==> config.mk <==
export PLATFORM = sky130hd
export DESIGN_NAME = uart_tx_frame
export DESIGN_NICKNAME = d
export VERILOG_FILES = /design/src/rtl/uart_tx_frame.sv
export SDC_FILE = /design/constraint.sdc
export NUM_CORES = 1
export LEC_CHECK = 0
export BUFFER_PORTS_ARGS = -buffer_cell sky130_fd_sc_hd__buf_2
export CORE_MARGIN = 3
export CORE_UTILIZATION = 40
export DETAILED_ROUTE_END_ITERATION = 16
export SLEW_MARGIN = 25
export SYNTH_ARGS = -nofsm -noshare
export SYNTH_HDL_FRONTEND = slang
export SYNTH_SLANG_ARGS = --single-unit
==> constraint.sdc <==
create_clock -name clk -period 1.6 [get_ports clk]
set_input_delay 0.16 -clock clk [delete_from_list [all_inputs] [get_ports clk]]
set_output_delay 0.16 -clock clk [all_outputs]
set_load 0.02 [all_outputs]
==> src/rtl/uart_tx_frame.sv <==
// UART transmitter: start bit, LSB-first data, optional parity, 1-2 stop bits.
// Bit timing comes from an external baud_tick strobe at OVERSAMPLE x baud.
module uart_tx_frame #(
  parameter int DATA_BITS  = 8,
  parameter int PARITY     = 0,
  parameter int STOP_BITS  = 1,
  parameter int OVERSAMPLE = 16
) (
  input  logic                 clk,
  input  logic                 rst,
  input  logic                 baud_tick,
  input  logic                 start,
  input  logic [DATA_BITS-1:0] data,
  output logic                 tx,
  output logic                 ready,
  output logic                 busy,
  output logic                 done
);

  localparam int CW = $clog2(OVERSAMPLE);
  localparam int BW = $clog2(DATA_BITS);
  localparam logic [CW-1:0] TICK_LAST = CW'(OVERSAMPLE - 1);
  localparam logic [BW-1:0] DATA_LAST = BW'(DATA_BITS - 1);
  localparam logic [BW-1:0] STOP_LAST = BW'(STOP_BITS - 1);
  localparam logic          ODD       = (PARITY == 2);

  if (DATA_BITS < 5 || DATA_BITS > 9 || PARITY < 0 || PARITY > 2 ||
      (STOP_BITS != 1 && STOP_BITS != 2) || OVERSAMPLE < 2 || OVERSAMPLE > 64) begin : g_bad_param
    $fatal(1, "uart_tx_frame: illegal parameter combination");
  end

  typedef enum logic [2:0] {S_IDLE, S_START, S_DATA, S_PARITY, S_STOP} state_t;

  state_t                 state_q, state_d;
  logic [CW-1:0]          tick_q, tick_d;
  logic [BW-1:0]          bit_q, bit_d;
  logic [DATA_BITS-1:0]   shift_q, shift_d;
  logic                   par_q, par_d;
  logic                   tx_q, tx_d;
  logic                   ready_q, ready_d;
  logic                   busy_q, busy_d;
  logic                   done_q, done_d;
  logic                   bit_end;

  assign bit_end = baud_tick && (tick_q == TICK_LAST);

  always_comb begin
    state_d = state_q;
    tick_d  = tick_q;
    bit_d   = bit_q;
    shift_d = shift_q;
    par_d   = par_q;
    tx_d    = tx_q;
    ready_d = ready_q;
    busy_d  = busy_q;
    done_d  = 1'b0;

    // Ticks in the accept cycle are not counted: tick_q is cleared while idle.
    if (state_q != S_IDLE && baud_tick) begin
      tick_d = bit_end ? '0 : tick_q + 1'b1;
    end

    case (state_q)
      S_IDLE: begin
        tick_d  = '0;
        bit_d   = '0;
        tx_d    = 1'b1;
        ready_d = 1'b1;
        busy_d  = 1'b0;
        if (start) begin
          shift_d = data;
          par_d   = (^data) ^ ODD;
          state_d = S_START;
          tx_d    = 1'b0;
          ready_d = 1'b0;
          busy_d  = 1'b1;
        end
      end
      S_START: begin
        if (bit_end) begin
          state_d = S_DATA;
          bit_d   = '0;
          tx_d    = shift_q[0];
        end
      end
      S_DATA: begin
        if (bit_end) begin
          shift_d = shift_q >> 1;
          if (bit_q == DATA_LAST) begin
            bit_d = '0;
            if (PARITY != 0) begin
              state_d = S_PARITY;
              tx_d    = par_q;
            end else begin
              state_d = S_STOP;
              tx_d    = 1'b1;
            end
          end else begin
            bit_d = bit_q + 1'b1;
            tx_d  = shift_q[1];
          end
        end
      end
      S_PARITY: begin
        if (bit_end) begin
          state_d = S_STOP;
          bit_d   = '0;
          tx_d    = 1'b1;
        end
      end
      S_STOP: begin
        if (bit_end) begin
          if (bit_q == STOP_LAST) begin
            state_d = S_IDLE;
            bit_d   = '0;
            tx_d    = 1'b1;
            ready_d = 1'b1;
            busy_d  = 1'b0;
            done_d  = 1'b1;
          end else begin
            bit_d = bit_q + 1'b1;
          end
        end
      end
      default: begin
        state_d = S_IDLE;
        tx_d    = 1'b1;
        ready_d = 1'b1;
        busy_d  = 1'b0;
      end
    endcase
  end

  always_ff @(posedge clk or negedge rst) begin
    if (!rst) begin
      state_q <= S_IDLE;
      tick_q  <= '0;
      bit_q   <= '0;
      shift_q <= '0;
      par_q   <= 1'b0;
      tx_q    <= 1'b1;
      ready_q <= 1'b1;
      busy_q  <= 1'b0;
      done_q  <= 1'b0;
    end else begin
      state_q <= state_d;
      tick_q  <= tick_d;
      bit_q   <= bit_d;
      shift_q <= shift_d;
      par_q   <= par_d;
      tx_q    <= tx_d;
      ready_q <= ready_d;
      busy_q  <= busy_d;
      done_q  <= done_d;
    end
  end

  assign tx    = tx_q;
  assign ready = ready_q;
  assign busy  = busy_q;
  assign done  = done_q;

endmodule

==> metrics.md <==
| Metric | Value |
|---|---|
| Worst-margin pin slew | 0.501 ns |
| Post-synth cell types | 35 |
| Tot Pwr | 2.09 mW |
| Synth Area in Simple Gates | 0.153 |
| Final worst slack | -0.0402 ns |
| Max stage delay on crit path | 0.39 ns |
| Achievable Freq | 610 MHz |
| Placed insts | 163 |
| Final ANT Viol Nets | 0 |
| Area leader, netlist | dfrtp_1 |
| CP Max Fanout | 4 |
| Die X | 60.6 µm |
| Worst Hold Class | primary input to register |
| ANT cells | 0 |
| Ys Warns | 0 |
| Max H-tree Level | 1 |
| Largest net degree at the start of global routing | 23 |
| Initial antenna violation count | 0 |
| Root Driver | clkbuf_4 |
| Power Density | 1380 nW/µm² |
| # setup viols final | 7 |
| Worst-path clk slew | 0.12 ns |
| Setup TNS | -0.185 ns |
| DRT Pass-1 Iters | 4 |
| Global-route usage over all layers | 0.138 |
| Rel. slew slack | 0.664 |
| Initial Utilization | 0.426 |
| CP Launch Type | register |
| Post-Synth XOR/XNOR Area | 0.00734 |
| Critical-path cell list | ha_2 > and4_4 > mux2i_4 > nor3_4 > buf_6 > mux2_2 |
| Sequential area share after synthesis | 0.463 |
| Outcome | complete, but fails checks |
| DP Area | 1390 µm² |
| Core Area | 2810 µm² |
| Pins Over Slew Limit | 0 |
| Ratio of cells with drive above 1 in the final layout | 0.458 |
| Flop-to-flop setup slack | -0.04 ns |
| Leak Pwr | 0.685 nW |
| First-pass GRT wire length | 3890 µm |
| Design area | 1510 µm² |
| Adder-Cell Fraction of Synth Area | 0.0419 |
| CTS tree | yes |
| Finished Layout Cells | 173 |
| Nets | 159 |
| Buffers added on ports | 15 |
| Cells after synthesis | 108 |
| Synth top area share | 0.419 |
| Via count | 919 |
| Num ports | 16 |
| Complex-gate fraction of the synthesized area | 0.119 |
| Row cnt | 19 |
| Unrepaired setup endpoints after global routing | true |
| Skew-Pair Late Insertion Delay | 0.31 ns |
| WP data arrival | 1.85 ns |
| Post-Route WL | 2290 µm |
| Kind of critical path | register to register |
| VDD IR max | 642 µV |
| Failing checks | setup timing |
| Clock Skews | 0.00297 ns |
| Layout area overhead | 26.7% |
| Vias per inst | 5.31 |
| Synth Net Count | 124 |
| Main combinational cell family by area after synthesis | multiplexers |
| Req. time, crit path | 1.81 ns |
| Fin. Hold Viols | 0 |
| Clock sinks | 22 |
| Synthesized flop and latch total | 22 |
| Fillers | 253 |
| CTS Buffer Depth | 2 |
| Number of CTS-inserted buffers | 3 |
| Final Cycle Share | 1.03 |
| GP Congestion | 0.786 |
| Portion of netlist area occupied by mux cells | 0.180 |
| DP HPWL | 1680 µm |
| Worst setup EP type | register |
| Die area | 3680 µm² |
| Synth area leaders | dfrtp_1 (42%), mux2_2 (16%), dfstp_2 (4.4%) |
| Grt total ovfl | 0 |
| Vias in the first global route | 874 |
| Synth Cell Area | 1190 µm² |
| Crit path max-delay cell type | dfrtp_1 |
| Die Y | 60.6 µm |
| Detailed-route wire length per cell | 13.2 µm |
| Max Cap Viol | 0 |
| Post-layout minimum cycle time | 1.64 ns |
| # DRC | 0 |
| Synth Area per Inst | 11.1 µm² |
| 1st-iter DRT viols | 25 |
## synthesized netlist by cell type (all sizes together)
cell type and instances:
o21a 2, a2bb2oi 1, mux2 17, nand3b 1, o22a 1, a31oi 2
nor2b 1, nand2b 4, nand4 1, nand3 2, and4b 1, clkbuf 1
nor2 7, inv 4, o22ai 2, a21oi 7, o21ai 3, dfstp 2
a41oi 1, nand2 4, o2bb2ai 1, buf 4, xor2 1, mux2i 2
o21ba 1, or3 1, nor3 5, dfrtp 20, nor3b 3, and4 1
ha 4, o211ai 1
## cell families (layout without fill, tap and decap cells)
| kind of cell | Yosys count | in the layout |
|---|---|---|
| flip-flops | 22 | 22 |
| AND/OR/NAND/NOR | 31 | 31 |
| adder cells (fa/ha/maj) | 4 | 4 |
| multiplexers | 19 | 19 |
| XOR/XNOR | 1 | 1 |
| buffers and inverters | 9 | 43 |
| AO/OA/AOI/OAI | 22 | 22 |
## sequential cells by signal, indices dropped and copies added, names as in the netlist
signal / flops
tick_q: 4
done: 1
ready: 1
tx: 1
shift_q: 8
busy: 1
bit_q: 3
state_q: 3
## cell type report
class | count | area [µm²] | share of cell area
repair buffers | 35 | 235 | 0.156
inverters | 4 | 15.0 | 0.00993
clock buffers | 4 | 26.3 | 0.0174
flip-flops and latches | 22 | 553 | 0.366
multi-input cells | 77 | 644 | 0.426
well taps | 31 | 38.8 | 0.0256
## where the power goes
group,internal [mW],switching [mW]
clock network,0.0975,0.173
logic,0.511,0.404
registers,0.767,0.138
total,1.38,0.714
## final timing paths
| path | start | end | cells after the start |
|---|---|---|---|
| worst max-delay path | tick_q[1] | shift_q[2] | 6 |
| worst min-delay path | data[7] | shift_q[7] | 3 |
| worst max register to register | tick_q[1] | shift_q[2] | 6 |
| worst min register to register | shift_q[2] | shift_q[2] | 1 |
| max in group asynchronous | rst | tx | 2 |
| min in group asynchronous | rst | done | 2 |
## cell usage in the layout, fill, tap and decap left out, types with 2 or more instances in the layout
master	n
nor2_1	6
nand2b_1	4
nor3b_1	2
nor3_4	2
o21a_1	2
a31oi_1	2
ha_2	2
o22ai_1	2
clkbuf_4	3
buf_6	2
dfstp_2	2
inv_1	4
dfrtp_1	20
o21ai_0	3
mux2_2	15
nor3_1	3
nand3_1	2
a21oi_1	7
buf_2	15
nand2_1	4
mux2_4	2
ha_1	2
buf_4	17
## metrics by stage
| stage | hold WS (ns) | util | setup WS, ns |
|---|---|---|---|
| floorplan | -0.136 | - | -0.00654 |
| global placement | 0.149 | 0.496 | 0.0445 |
| detailed placement | 0.157 | 0.496 | -0.0000900 |
| CTS | 0.142 | 0.516 | -0.0176 |
| global route | 0.155 | 0.539 | -0.109 |
| finish | 0.143 | 0.539 | -0.0402 |
## critical path: cells and delay by family (launching register included)
| family | cells | cell delay (ns) |
|---|---|---|
| AND/OR/NAND/NOR | 2 | 0.41 |
| multiplexers | 2 | 0.40 |
| flip-flops | 1 | 0.39 |
| adder cells (fa/ha/maj) | 1 | 0.20 |
| buffers and inverters | 1 | 0.14 |
## repair_timing
item | 4_1_cts | 5_1_grt
buffers inserted | 2 | 3
endpoints found under the setup margin | 7 | 12
hold buffers | 1 | 0
resized for setup | 1 | 9
pin swaps | 0 | 1
hold endpoints to repair | 20 | 0
## per-layer routing
| layer | vias to the layer above | global-route usage | wire length [µm] |
|---|---|---|---|
| li1 | 461 | - | - |
| met1 | 435 | 0.201 | 1080 |
| met2 | 21 | 0.206 | 1080 |
| met3 | 2 | 0.0191 | 115 |
| met4 | 0 | 0.0557 | 16 |
| met5 | - | 0 | 0 |
(Power assumes the default switching activity.)
